File: src/rtl/fib_pkg.sv
// fib_pkg: shared widths, FSM states and instruction layout for the Fibonacci calculator
package fib_pkg;
  localparam int INSTR_W = 7;
  localparam int OPC_W = 3;
  localparam int REG_W = 2;
  typedef enum logic {S_IDLE, S_RUN} state_e;
  typedef struct packed {
    logic [OPC_W-1:0] opcode;
    logic [REG_W-1:0] op1;
    logic [REG_W-1:0] op2;
  } instr_t;
endpackage

File: src/rtl/fib_prog_mem.sv
// fib_prog_mem: program store with synchronous write and asynchronous read
module fib_prog_mem
  import fib_pkg::*;
#(
  parameter int DEPTH = 8,
  parameter int AW = 3
) (
  input  logic          clk,
  input  logic          we_i,
  input  logic [AW-1:0] waddr_i,
  input  instr_t        wdata_i,
  input  logic [AW-1:0] raddr_i,
  output instr_t        rdata_o
);
  instr_t mem [DEPTH];
  always_ff @(posedge clk) if (we_i) mem[waddr_i] <= wdata_i;
  assign rdata_o = mem[raddr_i];
endmodule

File: src/rtl/fib_instr_seq.sv
// fib_instr_seq: issues prologue, n_iter loop-body passes and epilogue from program memory
module fib_instr_seq
  import fib_pkg::*;
#(
  parameter int PROG_DEPTH = 8,
  parameter int LOOP_START = 2,
  parameter int LOOP_END = 5,
  localparam int AW = PROG_DEPTH > 1 ? $clog2(PROG_DEPTH) : 1
) (
  input  logic               clk,
  input  logic               rst_n,
  input  logic               start,
  input  logic [7:0]         n_iter,
  input  logic               stall,
  input  logic               prog_we,
  input  logic [AW-1:0]      prog_addr,
  input  logic [INSTR_W-1:0] prog_data,
  output logic [OPC_W-1:0]   opcode,
  output logic [REG_W-1:0]   op1,
  output logic [REG_W-1:0]   op2,
  output logic               instr_valid,
  output logic [AW-1:0]      pc,
  output logic [7:0]         iter_cnt,
  output logic               busy,
  output logic               done
);
  localparam logic [AW:0] EXIT = (AW+1)'(LOOP_END + 1);
  state_e state_q;
  instr_t instr_q, instr_d, rd;
  logic [AW-1:0] pc_q, raddr;
  logic [7:0] n_q, iter_q, iter_d;
  logic valid_q, busy_q, done_q, end_run;
  logic [AW:0] pc_d;
  fib_prog_mem #(.DEPTH(PROG_DEPTH), .AW(AW)) u_mem (
    .clk(clk),
    .we_i(state_q == S_IDLE && prog_we),
    .waddr_i(prog_addr),
    .wdata_i(instr_t'(prog_data)),
    .raddr_i(raddr),
    .rdata_o(rd)
  );
  // pc_d is one bit wider so running past the last word is visible as the end of the run
  always_comb begin
    iter_d = iter_q + 8'd1;
    pc_d = (pc_q == AW'(LOOP_START - 1) && n_q == 8'd0) ? EXIT :
           (pc_q == AW'(LOOP_END)) ? (iter_d < n_q ? (AW+1)'(LOOP_START) : EXIT) :
           {1'b0, pc_q} + 1'b1;
    end_run = pc_d >= (AW+1)'(PROG_DEPTH);
    raddr = state_q == S_IDLE ? '0 : pc_d[AW-1:0];
    instr_d = (state_q == S_IDLE && prog_we && prog_addr == '0) ? instr_t'(prog_data) : rd;
  end
  always_ff @(posedge clk or negedge rst_n) begin
    if (!rst_n) begin
      state_q <= S_IDLE;
      instr_q <= '0;
      pc_q <= '0;
      n_q <= '0;
      iter_q <= '0;
      valid_q <= 1'b0;
      busy_q <= 1'b0;
      done_q <= 1'b0;
    end else if (state_q == S_IDLE) begin
      done_q <= 1'b0;
      if (start) begin
        n_q <= n_iter;
        iter_q <= '0;
        instr_q <= instr_d;
        pc_q <= '0;
        valid_q <= 1'b1;
        busy_q <= 1'b1;
        state_q <= S_RUN;
      end
    end else if (!stall) begin
      if (pc_q == AW'(LOOP_END)) iter_q <= iter_d;
      if (end_run) begin
        valid_q <= 1'b0;
        busy_q <= 1'b0;
        done_q <= 1'b1;
        state_q <= S_IDLE;
      end else begin
        pc_q <= pc_d[AW-1:0];
        instr_q <= instr_d;
      end
    end
  end
  assign opcode = instr_q.opcode;
  assign op1 = instr_q.op1;
  assign op2 = instr_q.op2;
  assign instr_valid = valid_q;
  assign pc = pc_q;
  assign iter_cnt = iter_q;
  assign busy = busy_q;
  assign done = done_q;
endmodule
File: config.mk
export PLATFORM = sky130hd
export DESIGN_NAME = fib_instr_seq
export DESIGN_NICKNAME = d
export VERILOG_FILES = /design/src/rtl/fib_pkg.sv /design/src/rtl/fib_prog_mem.sv /design/src/rtl/fib_instr_seq.sv
export SDC_FILE = /design/constraint.sdc
export NUM_CORES = 1
export LEC_CHECK = 0
export BUFFER_PORTS_ARGS = -buffer_cell sky130_fd_sc_hd__buf_4
export CORE_MARGIN = 1
export CORE_UTILIZATION = 59
export CTS_CLUSTER_SIZE = 20
export DETAILED_ROUTE_END_ITERATION = 8
export GPL_TIMING_DRIVEN = 1
export PLACE_DENSITY = 0.8
export SLEW_MARGIN = 20
export SYNTH_ARGS = -nofsm -noshare
export SYNTH_HDL_FRONTEND = slang
export SYNTH_SLANG_ARGS = --single-unit
File: constraint.sdc
create_clock -name clk -period 3.6 [get_ports clk]
set_clock_uncertainty 0.15 [all_clocks]
set_input_delay 0.18 -clock clk [delete_from_list [all_inputs] [get_ports clk]]
set_output_delay 0.18 -clock clk [all_outputs]
set_load 0.02 [all_outputs]
==> results.sh <==
export IMPL_status="finished clean"
export IMPL_synthFlopType="edfxtp_1"
export IMPL_hold_viol_final=0
export IMPL_io_buffers=43
export IMPL_worst_path_most_repeated_cell="ha_1"
export IMPL_routed_via_density=6.002
export IMPL_end_kind="flip-flop"
export IMPL_setup_violations=0
export IMPL_synth_edf_count=56
export IMPL_pin_count=44
export IMPL_ys_types=52
export IMPL_syn_area_sq_um=4192
export IMPL_synth_nets=405
export IMPL_slew_headroom_pct=42.71
export IMPL_grt_pass1_wl_um=15700
export IMPL_synth_seq_cells=85
export IMPL_fillCellCount=482
export IMPL_cts_sinks=85
export IMPL_die_area_sq_um=7445
export IMPL_grt_max_degree=33
export IMPL_met3_usage_pct=5.333
export IMPL_htreeDepth=3
export IMPL_insertion_delay_ns=0.36
export IMPL_setup_tns_ns=0
export IMPL_pwr_share_comb_pct=49.1
export IMPL_cap_viol_max_count=0
export IMPL_clockPowerShare_pct=17.1
export IMPL_met2_usage_pct=46.90
export IMPL_die_w_um=86.29
export IMPL_worstRegToRegCells=10
export IMPL_hold_class="in -> async"
export IMPL_pwr_share_seq_pct=33.8
export IMPL_place_gp_congestion=0.9197
export IMPL_antenna_cells=0
export IMPL_slowest_stage="a22oi_1"
export IMPL_cp_arrival_ns=3.14
export IMPL_min_period_ns=3.051
export IMPL_cts_setup_buffers=0
export IMPL_tightest_slew_ns=0.8594
export IMPL_synthCells=372
export IMPL_drt_iter0_markers=267
export IMPL_fp_dieH_um=86.29
export IMPL_timing_hold_ws_ns=0.1302
export IMPL_grt_antenna_before_repair=0
export IMPL_setup_slack_ns=0.5490
export IMPL_timing_rr_start="iter_cnt[0]"
export IMPL_synthAdderAreaFrac_pct=2.985
export IMPL_async_flop_share_pct=34.12
export IMPL_vias=3199
export IMPL_final_common_cell="edfxtp_1"
export IMPL_yosys_area_share_simple_pct=15.70
export IMPL_cts_hold_buf=19
export IMPL_met1_usage_pct=36.87
export IMPL_rsz0062_at_grt="false"
export IMPL_clock_path_buffers=2
export IMPL_wl_um=10060
export IMPL_grt_pass1_vias=3080
export IMPL_startpoint_type="flip-flop"
export IMPL_clk_pin_slew_ns=0.09
export IMPL_regArea_sq_um=2407
export IMPL_final_nets=465
export IMPL_switching_power_mw=1.666
export IMPL_crit_type="reg -> reg"
export IMPL_drt_wirelength_per_cell_um=18.87
export IMPL_detailedPlace_worstSlack_ns=0.6184
export IMPL_fmax_mhz=327.8
export IMPL_cts_tree="built"
export IMPL_synth_seq_area_share_pct=57.43
export IMPL_reg2reg_slack_ns=0.55
export IMPL_cts_root_buf="clkbuf_8"
export IMPL_cpPeakStageDelay_ns=0.50
export IMPL_synthTopCellsByArea="edfxtp_1, dfrtp_1, nor2_1, ha_1, mux2i_1"
export IMPL_grt_overflow=0
export IMPL_drv_slew=0
export IMPL_drc=0
export IMPL_p_int_mw=2.331
export IMPL_yosys_area_top_type="edfxtp_1"
export IMPL_switching_share_pct=41.69
export IMPL_muxShareOfSynthArea_pct=3.403
export IMPL_num_rows=30
export IMPL_drive_above_1_share_pct=17.16
export IMPL_synth_avg_cell_area_sq_um=11.27
export IMPL_crit_fanout=8
export IMPL_synth_compound_area_share_pct=14.84
export IMPL_min_period_over_period_pct=84.75
export IMPL_syn2layout_area_growth_pct=18.15
export IMPL_synth_top_family_by_area="simple AND/OR/NAND/NOR gates"
export IMPL_dp_hpwl_um=6670
export IMPL_synth_xor_area_share_pct=1.254
export IMPL_ant_nets=0
export IMPL_cts_buffers=9
export IMPL_yosysTopAreaCellShare_pct=40.12
export IMPL_multiInputGateArea_sq_um=1605
export IMPL_core_sq_um=6832
export IMPL_gr_max_usage_layer="met2"
export IMPL_start_util_pct=61.36
export IMPL_globalRouteTotalUtil_pct=28.69
export IMPL_r2r_end="op1[1]"
export IMPL_crit_chain="ha_1 > nand3_1 > nor2_1 > xor2_1 > ha_1 > a21oi_1 > o21ai_1 > a22oi_1 > a2111oi_0 > a211o_1"
export IMPL_peakVddDrop_mv=0.3446
export IMPL_p_leak_nw=2.015
export IMPL_power_density_nw_per_um2=807.2
export IMPL_ys_warn_count=0
export IMPL_required_ns=3.69
export IMPL_drtPass1Iterations=5
export IMPL_ctsResizeCount=0
export IMPL_most_common_layout_cells="edfxtp_1, buf_4, nor2_1"
[power groups by stage]
stage	registers [mW]	logic (mW)	clock network [mW]
global placement	1.36	1.86	0
global route	1.37	2.13	0.723
finish	1.35	1.96	0.685
detailed placement	1.36	1.90	0
CTS	1.35	1.94	0.686
floorplan	1.42	1.38	0
[synth_stat cells, types with 2 or more instances]
| library cell | number |
|---|---|
| ha_1 | 10 |
| nor3_1 | 10 |
| nand4_1 | 2 |
| a22o_1 | 7 |
| edfxtp_1 | 56 |
| nor2b_1 | 4 |
| nor2_1 | 39 |
| xor2_1 | 3 |
| nand2b_1 | 11 |
| buf_6 | 3 |
| dfrtp_1 | 29 |
| clkbuf_1 | 9 |
| a211o_1 | 6 |
| a311oi_1 | 6 |
| o21ai_0 | 8 |
| nand3_1 | 20 |
| a21oi_1 | 22 |
| nand2_1 | 32 |
| and2_4 | 2 |
| a2111oi_0 | 7 |
| a21o_1 | 2 |
| buf_2 | 5 |
| mux2i_1 | 12 |
| a2111oi_1 | 6 |
| xnor2_1 | 3 |
| o21ai_1 | 13 |
| and3_1 | 4 |
| inv_1 | 17 |
[routing by layer]
| metal | wire, um | up-vias |
|---|---|---|
| li1 | - | 1501 |
| met1 | 4186 | 1513 |
| met2 | 4970 | 156 |
| met3 | 625 | 29 |
| met4 | 277 | 0 |
| met5 | 0 | - |
[sequential cells by signal, indices dropped and copies added, names as in the netlist]
name and count:
pc 3, op2 2, state_q 1, iter_cnt 8
u_mem.mem 56, done 1, op1 2, busy 1
n_q 8, opcode 3
[per-stage QoR]
stage	cell area, sq um	instances	util, %	power (mW)
2_1_floorplan	4192	372	-	2.798
3_3_place_gp	4564	498	66.81	3.220
3_5_place_dp	4564	498	66.81	3.268
4_1_cts	4952	533	72.49	3.971
5_1_grt	4952	533	72.49	4.224
6_report	4952	533	72.49	3.997
[final cells by class]
cell class	count	share of cell area, %
multi-input combinational	251	32.42
tap	96	2.425
inverter	17	1.289
sequential	85	48.61
clock inverter	6	1.415
clock buffer	10	2.577
timing repair buffer	68	11.27
[cell families after synthesis]
family / count (synthesis)
XOR/XNOR: 6
AND/OR/NAND/NOR: 132
AO/OA/AOI/OAI: 89
flip-flops: 85
buffers and inverters: 36
multiplexers: 14
adder cells (fa/ha/maj): 10
[worst max-delay path, delay by kind of cell (launching register included)]
| family | cells | cell delay (ns) |
|---|---|---|
| compound gates | 5 | 1.20 |
| xor+xnor | 1 | 0.26 |
| fa+ha+maj | 2 | 0.56 |
| flops | 1 | 0.45 |
| simple gates | 2 | 0.32 |
[worst max-delay path by stage]
stage                           start     end  cells past startpoint
final                     iter_cnt[0]  op1[1]                     10
after global routing      iter_cnt[0]  op2[1]                     10
after CTS                 iter_cnt[0]  op1[1]                     10
after detailed placement  iter_cnt[0]  op1[1]                     10
after global placement    iter_cnt[0]  op1[0]                     10
after floorplan           iter_cnt[0]  op1[0]                     11
No activity file was read; power rests on OpenSTA's default activity.
